--- config.mk ---
export PLATFORM = sky130hd
export DESIGN_NAME = muldiv_hilo_unit
export DESIGN_NICKNAME = d
export VERILOG_FILES = /design/src/rtl/muldiv_hilo_unit.sv
export SDC_FILE = /design/constraint.sdc
export NUM_CORES = 1
export LEC_CHECK = 0
export ABC_AREA = 1
export CORE_ASPECT_RATIO = 0.5
export CORE_UTILIZATION = 35
export CTS_BUF_LIST = sky130_fd_sc_hd__clkbuf_4 sky130_fd_sc_hd__clkbuf_8 sky130_fd_sc_hd__clkbuf_16
export DETAILED_ROUTE_END_ITERATION = 12
export SYNTH_ARGS = -nofsm -noshare
export SYNTH_HDL_FRONTEND = slang
export SYNTH_SLANG_ARGS = --single-unit
--- constraint.sdc ---
create_clock -name clk -period 3.7 [get_ports clk]
set_input_delay 0.555 -clock clk [delete_from_list [all_inputs] [get_ports clk]]
set_output_delay 0.555 -clock clk [all_outputs]
set_load 0.005 [all_outputs]
--- src/rtl/muldiv_hilo_unit.sv ---
// Iterative radix-2 multiply/divide unit holding the architectural HI/LO registers.
// A start takes W CALC cycles plus one FIX cycle, where HI/LO are written.
module muldiv_hilo_unit #(
    parameter int unsigned W = 32
) (
    input  logic         clk,
    input  logic         rst_n,
    input  logic [3:0]   con,
    input  logic         hiloW,
    input  logic         hiloR,
    input  logic         hiloS,
    input  logic         abort,
    input  logic [W-1:0] a,
    input  logic [W-1:0] b,
    output logic [W-1:0] hiloOut,
    output logic         busy,
    output logic         stall,
    output logic         done,
    output logic         divz
);

    localparam int unsigned CW = $clog2(W);

    typedef enum logic [1:0] {StIdle, StCalc, StFix} state_e;

    state_e         state_q, state_d;
    logic [W-1:0]   hi_q, hi_d, lo_q, lo_d;
    logic [W-1:0]   opb_q, opb_d, a_raw_q, a_raw_d;
    logic [2*W-1:0] acc_q, acc_d;
    logic [CW-1:0]  cnt_q, cnt_d;
    logic           div_q, div_d, sgn_q, sgn_d, sa_q, sa_d, sb_q, sb_d, bz_q, bz_d;

    logic           start;
    logic [W-1:0]   abs_a, abs_b;
    logic [W:0]     addend, mul_sum, rem_sh, rem_diff;
    logic [2*W-1:0] step_acc, prod_fix;
    logic [W-1:0]   quo_fix, rem_fix;

    // Datapath: one multiply or divide step per cycle, plus the FIX sign correction.
    always_comb begin
        start    = hiloW && (con[3:2] == 2'b11) && !abort;
        abs_a    = (con[1] && a[W-1]) ? -a : a;
        abs_b    = (con[1] && b[W-1]) ? -b : b;
        addend   = acc_q[0] ? {1'b0, opb_q} : '0;
        mul_sum  = {1'b0, acc_q[2*W-1:W]} + addend;
        rem_sh   = {acc_q[2*W-1:W], acc_q[W-1]};
        rem_diff = rem_sh - {1'b0, opb_q};
        if (div_q) begin
            // Restoring step: keep the difference only when it did not borrow.
            if (!rem_diff[W]) begin
                step_acc = {rem_diff[W-1:0], acc_q[W-2:0], 1'b1};
            end else begin
                step_acc = {rem_sh[W-1:0], acc_q[W-2:0], 1'b0};
            end
        end else begin
            step_acc = {mul_sum, acc_q[W-1:1]};
        end
        prod_fix = (sgn_q && (sa_q ^ sb_q)) ? -acc_q : acc_q;
        quo_fix  = (sgn_q && (sa_q ^ sb_q)) ? -acc_q[W-1:0] : acc_q[W-1:0];
        rem_fix  = (sgn_q && sa_q) ? -acc_q[2*W-1:W] : acc_q[2*W-1:W];
    end

    always_comb begin
        state_d = state_q;
        hi_d    = hi_q;
        lo_d    = lo_q;
        opb_d   = opb_q;
        a_raw_d = a_raw_q;
        acc_d   = acc_q;
        cnt_d   = cnt_q;
        div_d   = div_q;
        sgn_d   = sgn_q;
        sa_d    = sa_q;
        sb_d    = sb_q;
        bz_d    = bz_q;
        done    = 1'b0;
        case (state_q)
            StIdle: begin
                if (start) begin
                    state_d = StCalc;
                    div_d   = con[0];
                    sgn_d   = con[1];
                    sa_d    = con[1] & a[W-1];
                    sb_d    = con[1] & b[W-1];
                    bz_d    = (b == '0);
                    a_raw_d = a;
                    // Mul: acc holds the multiplier; div: acc holds the dividend.
                    opb_d   = con[0] ? abs_b : abs_a;
                    acc_d   = {{W{1'b0}}, (con[0] ? abs_a : abs_b)};
                    cnt_d   = CW'(W - 1);
                end
            end
            StCalc: begin
                if (abort) begin
                    state_d = StIdle;
                end else begin
                    acc_d = step_acc;
                    if (cnt_q == '0) begin
                        state_d = StFix;
                    end else begin
                        cnt_d = cnt_q - 1'b1;
                    end
                end
            end
            StFix: begin
                state_d = StIdle;
                if (!abort) begin
                    done = 1'b1;
                    if (!div_q) begin
                        {hi_d, lo_d} = prod_fix;
                    end else if (bz_q) begin
                        hi_d = a_raw_q;
                        lo_d = '1;
                    end else begin
                        hi_d = rem_fix;
                        lo_d = quo_fix;
                    end
                end
            end
            default: state_d = StIdle;
        endcase
        divz    = done & div_q & bz_q;
        busy    = (state_q != StIdle);
        stall   = busy & (hiloW | hiloR);
        hiloOut = hiloS ? lo_q : hi_q;
    end

    always_ff @(posedge clk or negedge rst_n) begin
        if (!rst_n) begin
            state_q <= StIdle;
            hi_q    <= '0;
            lo_q    <= '0;
            opb_q   <= '0;
            a_raw_q <= '0;
            acc_q   <= '0;
            cnt_q   <= '0;
            div_q   <= 1'b0;
            sgn_q   <= 1'b0;
            sa_q    <= 1'b0;
            sb_q    <= 1'b0;
            bz_q    <= 1'b0;
        end else begin
            state_q <= state_d;
            hi_q    <= hi_d;
            lo_q    <= lo_d;
            opb_q   <= opb_d;
            a_raw_q <= a_raw_d;
            acc_q   <= acc_d;
            cnt_q   <= cnt_d;
            div_q   <= div_d;
            sgn_q   <= sgn_d;
            sa_q    <= sa_d;
            sb_q    <= sb_d;
            bz_q    <= bz_d;
        end
    end

endmodule

Yosys cells after proc, flatten, opt, wreduce, memory -nomap -nowiden
Index checks and enable logic that the tools add are counted.
{"block": "word_totals", "regBits": 204, "in_bits": 74, "output_inout_bits": 36, "word_cells": 80}
{"block": "classes", "addsub": 8, "eq_ne": 7, "n_mux": 28, "n_bitwise": 8, "reduce_logical": 17}
{"cell": "$mux W32", "count": 12}
{"cell": "$mux W64", "count": 5}
{"cell": "$neg A32 Y32", "count": 4}
{"cell": "$pmux W64 S2", "count": 1}
{"cell": "$neg A64 Y64", "count": 1}
{"cell": "$add A32 B32 Y33", "count": 1}
{"cell": "$sub A33 B32 Y33", "count": 1}
{"cell": "$logic_not A32 Y1", "count": 1}
{"cell": "$mux W5", "count": 3}
{"cell": "$pmux W5 S2", "count": 1}
{"cell": "$logic_and A1 B1 Y1", "count": 6}
{"cell": "$mux W2", "count": 3}
{"cell": "$ne A2 B2 Y1 const B", "count": 3}
{"cell": "$reduce_and A2 Y1", "count": 3}
{"cell": "$and A1 B1 Y1", "count": 5}
{"cell": "$logic_not A5 Y1", "count": 1}
{"cell": "$sub A5 B1 Y5 const B", "count": 1}
{"cell": "$eq A2 B2 Y1 const B", "count": 2}
{"cell": "$pmux W2 S2", "count": 1}
{"cell": "$reduce_and A4 Y1", "count": 1}
{"cell": "$reduce_bool A2 Y1", "count": 2}
{"cell": "$ne A3 B3 Y1 const B", "count": 1}
{"cell": "$reduce_and A3 Y1", "count": 1}
{"cell": "$eq A2 B1 Y1 const B", "count": 1}
{"cell": "6 further kinds", "count": 7}

Depth between registers and ports, before layout
Gate-level depths: netlist of the first run.
{"block": "logic_depth", "ltp_word": 5, "depth_mapped": 20, "mapped_depth_nobuf": 19}

Least setup slack after synthesis of the first run
Ideal clock, no wire load.
{"block": "synth_path", "path_type": "register -> register", "startpoint": "register acc_q[0]", "endpoint": "register acc_q[59]", "setup_ps": 116, "arrival_time_ps": 2386, "required_time_ps": 3584, "setup_slack_ps": 1198, "path_stages_with_launch": 20, "n_path_buf": 2, "synth_period_minus_slack_ps": 2502, "path_cell_list": "dfrtp_1 buf_6 clkbuf_1 nand2_1 inv_1 ha_1 inv_1 fa_1 o21ai_1 nand2_1 nand2_1 nand2_1 nand2_1 nand3_1 nand3_1 nand2_1 nor2_1 nor2_1 nand2_1 nand2_1"}
{"block": "synth_via", "elab_chain_cells": 5}
{"item": "start, declared", "line": "29", "source": "logic [2*W-1:0] acc_q, acc_d;"}
{"item": "start signal, assigned", "line": "135", "source": "acc_q <= '0;"}
{"item": "start signal, assigned", "line": "148", "source": "acc_q <= acc_d;"}
{"item": "$mux W32", "line": "44", "source": "addend = acc_q[0] ? {1'b0, opb_q} : '0;"}
{"item": "$add A32 B32 Y33", "line": "45", "source": "mul_sum = {1'b0, acc_q[2*W-1:W]} + addend;"}
{"item": "$mux W64", "line": "48", "source": "if (div_q) begin"}
{"item": "$mux W64", "line": "94", "source": "if (abort) begin"}
{"item": "$pmux W64 S2", "line": "77", "source": "case (state_q)"}
Every way passes these cells. The select of a mux whose other input is x is not followed.
A chain may end at the register's enable or synchronous reset.

Worst setup path after layout of the first run
{"block": "layout_path", "startpoint": "register acc_q[31]", "endpoint": "register acc_q[62]"}
{"block": "layout_via", "elab_chain_cells": 5}
{"item": "$sub A33 B32 Y33", "line": "47", "source": "rem_diff = rem_sh - {1'b0, opb_q};"}
{"item": "$mux W64", "line": "50", "source": "if (!rem_diff[W]) begin"}
{"item": "$mux W64", "line": "48"}
{"item": "$mux W64", "line": "94"}
{"item": "$pmux W64 S2", "line": "77"}
Every way passes these cells. The select of a mux whose other input is x is not followed.

==> results.md, run 1 <==
| Step | Parameter | Reported |
|---|---|---|
| floorplan | Boundary Pins | 110 |
| worst setup path | Sort of element at the start of the critical path | register |
| timing | Minimum hold slack | 0.482 ns |
| yosys | Post-synthesis register bit count | 204 |
| timing | Transition time at the pin with the least slew margin | 0.964 ns |
| power | Switching power total | 9.46 mW |
| route | Number of DRC violations after detailed routing | 0 |
| yosys | Synth Area per Inst | 6.00 sq um |
| clock tree | Clock latency of the later-clocked register in the worst-skew pair | 0.58 ns |
| min path | Worst hold path class | reg2reg |
| power | Reported leakage power | 11.7 nW |
| floorplan | Cell row count | 61 |
| power | Share of total power in combinational logic | 0.634 |
| worst setup path | Nature of the critical path endpoint | register |
| floorplan | Core Box Area | 55,900 sq um |
| floorplan | Effective utilization at floorplan | 0.356 |
| timing | Number of failing setup endpoints in the final timing report | 0 |
| worst setup path | Register-to-register setup slack | 0.56 ns |
| yosys | Portion of the post-synthesis area used by sequential elements | 0.256 |
| power | Internal power | 7.55 mW |
| worst setup path | Crit path launch | acc_q[31] |
| run | Max cap viols | 0 |
| route | Count of nets left with antenna violations after detail routing | 0 |
| yosys | Syn_nets | 3,468 |
| power | Switching part of the total power | 0.556 |
| global route | Wire length of the first global-routing pass | 144,000 microns |
| finish | Number of filler instances in the final layout | 6,168 |
| clock tree | Clock-pin slew of the registers on the worst-case setup and hold paths | 0.07 ns |
| yosys | Synthesized instance count | 3,322 |
| route | Via/cell ratio | 5.49 |
| power | Sequential fraction of design power | 0.202 |
| run status | Run status | completed |
| worst setup path | Critical register-to-register path endpoint | acc_q[62] |
| timing | Fin crit share | 0.848 |
| floorplan | Die width | 340 microns |
| yosys | Number of library cell types mapped by synthesis | 56 |
| timing | Worst rel slew slack | 0.350 |
| global route | Final global-route overflow total | 0 |
| worst setup path | Crit path max fanout | 14 |
| timing | Worst-case clock skew | 0.0413 ns |
| finish | Syn-to-layout area delta | 15.0% |
| global route | Vias in the first global route | 20.8k |
| global route | GRT Total Usage | 0.339 |
| timing | Number of endpoints with negative hold slack in the final report | 0 |
| finish | Fin area | 22,900 sq um |
| timing | Number of max-slew violations in the final report | 0 |
| power | Part of the power in the clock network | 0.164 |
| power | Power per unit of standard cell area | 742 nW/um^2 |
| global route | Largest net degree at the start of global routing | 72 |
| floorplan | Vertical die dimension | 171 microns |
| timing | Maximum achievable frequency | 0.319 GHz |
| route | Starting DRC count in detailed routing | 2,834 |
| finish | Number of nets in the final layout | 3,557 |
| yosys | Share of flip-flops with an asynchronous set or reset | 1.00 |
| worst setup path | Capture point of the worst path | acc_q[62] |
| route | Post-DR wirelength/cell | 23.8 microns |
| timing | Final period demand of the worst path | 3.14 ns |
| power | Total chip power | 17.0 mW |
| finish | Fraction of layout instances using a drive strength above 1 | 0.0557 |
| placed design | Cell Count Post-Placement | 4,140 |
| placed design | Placed standard-cell area | 22,000 sq um |
| timing | Post-route setup TNS | 0 ns |
| placed design | PortBufs | 109 |
| yosys | Number of enable flip-flop cells after synthesis | 0 |
| yosys | Synthesis Warnings | 0 |
| placed design | Placed wire-length estimate after detailed placement | 81,700 microns |
| placed design | Placer Congestion | 1.04 |
| global route | Number of antenna violations at the first check in global routing | 5 |
| worst setup path | Critical path class | reg2reg |
| route | Number of detailed-route iterations in the first pass | 5 |
| clock tree | Sinks on the clock net | 204 |
| timing | RSZ-0062 raised after global routing | no |
| clock tree | Clock tree from TritonCTS | done |
| clock tree | Buffers from clock root to sink, at most | 3 |
| route | Routed WL | 99,800 microns |
| worst setup path | Worst endpoint data arrival time | 3.57 ns |
| yosys | Ys flop type | dfrtp_1 |
| clock tree | Clock buffer count from CTS | 24 |
| route | Via count | 23.0k |
| power | Peak supply drop | 0.375 mV |
| floorplan | Die area | 58,000 sq um |
| worst setup path | Worst r2r path cells | 20 |
| yosys | Netlist Area Pre-Place | 19,900 sq um |
| clock tree | Post-CTS Setup Repair Bufs | 0 |
| finish | Count of placed standard cells in the final layout, fillers left out | 4,188 |
| clock tree | Buffer type at the clock tree root | clkbuf_16 |
| worst setup path | Data required time at the worst endpoint | 4.13 ns |
| worst setup path | Launching point of the worst reg2reg path | acc_q[31] |
| clock tree | H-tree depth | 1 |
==> state kept, by name (all words and copies together) (netlist names), 2 cells and up <==
signal   count
hi_q        32
a_raw_q     32
acc_q       64
opb_q       32
state_q      2
cnt_q        5
lo_q        32
==> cell families (layout without fill, tap and decap cells) <==
logic type               Yosys count  in the layout  share of synthesized area
multiplexers                       4              4                    0.00226
XOR/XNOR                          87             87                     0.0382
AO/OA/AOI/OAI                    595            595                      0.169
AND/OR/NAND/NOR                 1770           1770                      0.371
buffers and inverters            590            697                      0.119
other                              0              3                          0
adder cells (fa/ha/maj)           72             72                     0.0459
flip-flops                       204            204                      0.256
==> worst max-delay path, cell delays in order, from the launching register on <==
cell and delay [ns]:
dfrtp_1 0.44, inv_1 0.11, ha_1 0.23, fa_1 0.42, inv_1 0.12, nand2_1 0.06
nand2_1 0.08, nand3_1 0.09, nand2_2 0.14, nand2_1 0.08, nand2_2 0.11, nand2_2 0.09
nand2_2 0.09, nand2_1 0.06, nand2_2 0.29, buf_4 0.25, nand2_1 0.07, nand2_1 0.06
nand2_1 0.05, nand3_1 0.08, nand2_1 0.06
==> routing by layer <==
layer / up-vias / GRT usage / wire length (microns)
met3: 99 / 0.115 / 12400
met5: - / 0 / 37
met4: 6 / 0.0603 / 1910
met1: 10900 / 0.519 / 48400
met2: 1124 / 0.448 / 37100
li1: 10900 / - / -
==> placed cells by master, fill, tap and decap left out, types with 5 or more instances in the layout <==
master / n
clkdlybuf4s50_1: 107
nor2_1: 345
inv_1: 456
a22oi_1: 32
o21ai_0: 246
nand2_2: 15
o211ai_1: 41
a21boi_1: 6
o21ai_2: 7
nor2_4: 5
a31oi_1: 5
nand2_1: 982
bufinv_16: 5
ha_1: 70
buf_4: 72
or2_2: 9
clkbuf_16: 24
xnor2_1: 21
nor3_1: 39
nand3_1: 294
dfrtp_1: 203
o221ai_1: 7
o21ai_1: 17
nor2_2: 12
o21bai_1: 8
a21oi_1: 195
nand3_2: 5
a21boi_0: 5
nand4_1: 37
xor2_1: 66
a21o_1: 5
inv_2: 5
nand3b_1: 15
==> synthesized netlist by cell type, drive strengths merged, types with 5 or more instances <==
library cell | instances | area (sq um)
nand4 | 37 | 231
buf | 44 | 264
o21bai | 8 | 60.1
a22oi | 32 | 240
clkbuf | 77 | 329
clkinv | 5 | 20.0
dfrtp | 204 | 5100
o21ai | 270 | 1380
nor2 | 362 | 1400
a21boi | 11 | 82.6
xnor2 | 21 | 184
nand2 | 998 | 3790
a21o | 5 | 37.5
o221ai | 7 | 61.3
nor3 | 41 | 215
a21oi | 196 | 992
nand3 | 299 | 1520
xor2 | 66 | 578
ha | 70 | 876
a31oi | 5 | 31.3
nand3b | 15 | 113
o211ai | 41 | 308
or2 | 11 | 68.8
inv | 462 | 1730
==> worst min path at each step <==
| stage | end | startpoint | slack, ns | cells after the start |
|---|---|---|---|---|
| after detailed placement | hi_q[21] | hi_q[21] | 0.47 | 2 |
| after global placement | hi_q[23] | hi_q[23] | 0.46 | 2 |
| after global routing | a_raw_q[20] | a_raw_q[20] | 0.51 | 2 |
| after CTS | hi_q[9] | hi_q[9] | 0.49 | 2 |
| final | hi_q[9] | hi_q[9] | 0.48 | 2 |
| after floorplan | a_raw_q[0] | rst_n | 0.26 | 0 |
==> timing repair <==
| item | 4_1_cts | 5_1_grt |
|---|---|---|
| resized for setup | 0 | 0 |
| hold endpoints to repair | 25 | 0 |
| hold buffers | 1 | 0 |
==> power groups by stage <==
stage	sequential [mW]	clock, mW	combinational [mW]
finish	3.43	2.79	10.8
CTS	3.38	2.81	10.4
global route	3.44	2.89	11.8
detailed placement	3.42	0	10.4
floorplan	3.19	0	6.72
global placement	3.43	0	10.4
==> cell type report <==
| type | instances | area, sq um | area share |
|---|---|---|---|
| Antenna cell | 3 | 7.51 | 0.000327 |
| Clock inverter | 14 | 226 | 0.00987 |
| Timing Repair Buffer | 186 | 1720 | 0.0751 |
| Inverter | 467 | 1760 | 0.0765 |
| Clock buffer | 30 | 671 | 0.0292 |
| Tap cell | 756 | 946 | 0.0412 |
| Multi-Input combinational cell | 2528 | 12500 | 0.545 |
| Sequential cell | 204 | 5110 | 0.223 |
==> stage by stage <==
step	utilization	setup WS, ns
final	0.410	0.561
after global routing	0.410	0.349
after CTS	0.410	0.647
after detailed placement	0.394	0.580
after global placement	0.394	0.597
after floorplan	-	1.20
(Power assumes the default switching activity.)
==> run 2: changes to the inputs <==
clock period = 2.9 ns   (was 3.7 ns; I/O delays follow)
==> results.md, run 2 (same netlist as run 1, synthesis figures left out) <==
| Step | Parameter | Reported | Delta |
|---|---|---|---|
| worst setup path | CP Buf/Inv Count | 2 | -1 |
| worst setup path | Family of cells with the greatest summed delay on the critical path | compound AO/OA/AOI/OAI gates |  |
| run | Max cap viols | 0 | unchanged |
| finish | Number of filler instances in the final layout | 6,157 | -0.18% |
| timing | Final period demand of the worst path | 2.81 ns | -0.326 ns |
| floorplan | Effective utilization at floorplan | 0.356 | unchanged |
| placed design | PortBufs | 109 | unchanged |
| timing | Worst rel slew slack | 0.393 | +0.0425 |
| timing | Maximum achievable frequency | 0.355 GHz | +12% |
| worst setup path | Sequence of cells on the critical path | buf_12 -> nand2_1 -> inv_1 -> ha_1 -> a21oi_1 -> o21ai_0 -> a21oi_1 -> nor2_1 -> nor2_1 -> nand2_1 -> nand2_1 -> nand3_1 -> nand3_1 -> nand2_1 |  |
| timing | Worst-case clock skew | 0.0314 ns | -0.00987 ns |
| route | Via/cell ratio | 5.43 | -1.1% |
| clock tree | Buffer type at the clock tree root | clkbuf_16 |  |
| clock tree | H-tree depth | 1 | unchanged |
| worst setup path | Slowest CP cell | a21oi_1 |  |
| clock tree | Clock-pin slew of the registers on the worst-case setup and hold paths | 0.07 ns | about the same |
| worst setup path | Sort of element at the start of the critical path | register |  |
| finish | Flip-flop count of the largest register, all copies and words added | 64 | unchanged |
| route | Starting DRC count in detailed routing | 2,903 | +2.4% |
| power | Power per unit of standard cell area | 917 nW/um^2 | +24% |
| timing | Fin crit share | 0.970 | +0.122 |
| finish | Most flop-heavy register | acc_q |  |
| floorplan | Die width | 340 microns | unchanged |
| finish | Most common cell after layout, fill and taps aside | nand2_1 |  |
| finish | Number of nets in the final layout | 3,641 | +2.4% |
| run status | Run status | completed |  |
| power | Peak supply drop | 0.525 mV | +40% |
| floorplan | Boundary Pins | 110 | unchanged |
| worst setup path | Register-to-register setup slack | 0.09 ns | -0.47 ns |
| timing | Number of endpoints with negative hold slack in the final report | 0 | unchanged |
| clock tree | Post-CTS Setup Repair Bufs | 0 | unchanged |
| finish | Fin area | 23,600 sq um | +3.0% |
| placed design | Worst slack at placement | 0.0301 ns | -0.550 ns |
| min path | Worst hold path class | in2async |  |
| global route | GRT Total Usage | 0.319 | -0.0197 |
| global route | Largest net degree at the start of global routing | 70 | -2.8% |
| route | Via count | 23.2k | +0.80% |
| finish | Leading cell types in the layout, fill and taps excluded | 980 x nand2_1, 456 x inv_1, 343 x nor2_1 |  |
| clock tree | Clock latency of the later-clocked register in the worst-skew pair | 0.57 ns | about the same |
| floorplan | Core Box Area | 55,900 sq um | unchanged |
| finish | Fraction of layout instances using a drive strength above 1 | 0.0806 | +0.0249 |
| timing | Minimum hold slack | 0.417 ns | -0.0650 ns |
| power | Reported leakage power | 12.1 nW | +3.5% |
| worst setup path | Longest individual stage delay on the worst path | 0.50 ns | +0.06 ns |
| route | Post-DR wirelength/cell | 22.0 microns | -7.6% |
| timing | Worst Slack Setup Final | 0.0869 ns | -0.474 ns |
| global route | Wire length of the first global-routing pass | 138,000 microns | -4.1% |
| timing | Number of failing setup endpoints in the final timing report | 0 | unchanged |
| worst setup path | Worst endpoint data arrival time | 3.26 ns | -0.31 ns |
| global route | Vias in the first global route | 21.1k | +1.7% |
| placed design | Placer Congestion | 1.03 | -1.1% |
| clock tree | Buffers from clock root to sink, at most | 3 | unchanged |
| worst setup path | Nature of the critical path endpoint | register |  |
| floorplan | Vertical die dimension | 171 microns | unchanged |
| timing | Transition time at the pin with the least slew margin | 0.910 ns | -0.0546 ns |
| placed design | Placed wire-length estimate after detailed placement | 77,900 microns | -4.7% |
| placed design | Placed standard-cell area | 22,700 sq um | +3.2% |
| floorplan | Die area | 58,000 sq um | unchanged |
| timing | Post-route setup TNS | 0 ns | unchanged |
| worst setup path | Most repeated library cell on the critical path | nand2_1 |  |
| worst setup path | Data required time at the worst endpoint | 3.34 ns | -0.79 ns |
| timing | RSZ-0062 raised after global routing | yes |  |
| power | Total chip power | 21.7 mW | +27% |
| global route | Number of antenna violations at the first check in global routing | 4 | -1 |
| route | Number of detailed-route iterations in the first pass | 7 | +2 |
| timing | Number of max-slew violations in the final report | 0 | unchanged |
| route | Number of DRC violations after detailed routing | 0 | unchanged |
| clock tree | Sinks on the clock net | 204 | unchanged |
| floorplan | Cell row count | 61 | unchanged |
| clock tree | Clock tree from TritonCTS | done |  |
| clock tree | Clock buffer count from CTS | 23 | -4.2% |
| worst setup path | Crit path max fanout | 24 | +10 |
| route | Count of nets left with antenna violations after detail routing | 0 | unchanged |
| worst setup path | Critical path class | reg2reg |  |
| finish | Syn-to-layout area delta | 18.4% |  |
| route | Routed WL | 94,000 microns | -5.8% |
| global route | Final global-route overflow total | 0 | unchanged |
[run 2: cell type report]
type,count,area (sq um),area share
well taps,756,946,0.0401
diodes,2,5.00,0.000212
inverters,467,1760,0.0743
repair buffers,271,2430,0.103
multi-input cells,2528,12500,0.531
clock inverters,14,204,0.00864
clock buffers,28,632,0.0268
flip-flops and latches,204,5110,0.216
[run 2: per-layer routing]
| layer | track usage | wire, microns | up-vias | share of wire |
|---|---|---|---|---|
| li1 | - | - | 11100 | - |
| met1 | 0.480 | 44500 | 11000 | 0.47 |
| met2 | 0.443 | 36300 | 1052 | 0.39 |
| met3 | 0.0934 | 11200 | 110 | 0.12 |
| met4 | 0.0629 | 1920 | 6 | 0.020 |
| met5 | 0 | 34 | - | 0.00036 |
[run 2: final timing paths]
kind                                from           to  depth (start not counted)
worst max-delay path            acc_q[0]    acc_q[58]                         14
worst min-delay path               rst_n    acc_q[63]                          2
worst max register to register  acc_q[0]    acc_q[58]                         14
worst min register to register  hi_q[27]     hi_q[27]                          2
max in group asynchronous          rst_n  a_raw_q[17]                          3
min in group clk                hi_q[27]     hi_q[27]                          2
[run 2: repair_timing]
| action | 4_1_cts | 5_1_grt |
|---|---|---|
| endpoints found under the setup margin | 0 | 19 |
| hold endpoints to repair | 63 | 0 |
| hold buffers | 1 | 0 |
| resized for setup | 0 | 13 |
[run 2: where the power goes]
group	switching [mW]	internal, mW
sequential	0.747	3.47
clock	1.42	1.93
combinational	9.56	4.53
[run 2: stage by stage]
stage | std cells | util
6_report | 4270 | 0.422
5_1_grt | 4268 | 0.422
4_1_cts | 4268 | 0.422
3_5_place_dp | 4225 | 0.406
3_3_place_gp | 4225 | 0.406
2_1_floorplan | 3322 | -
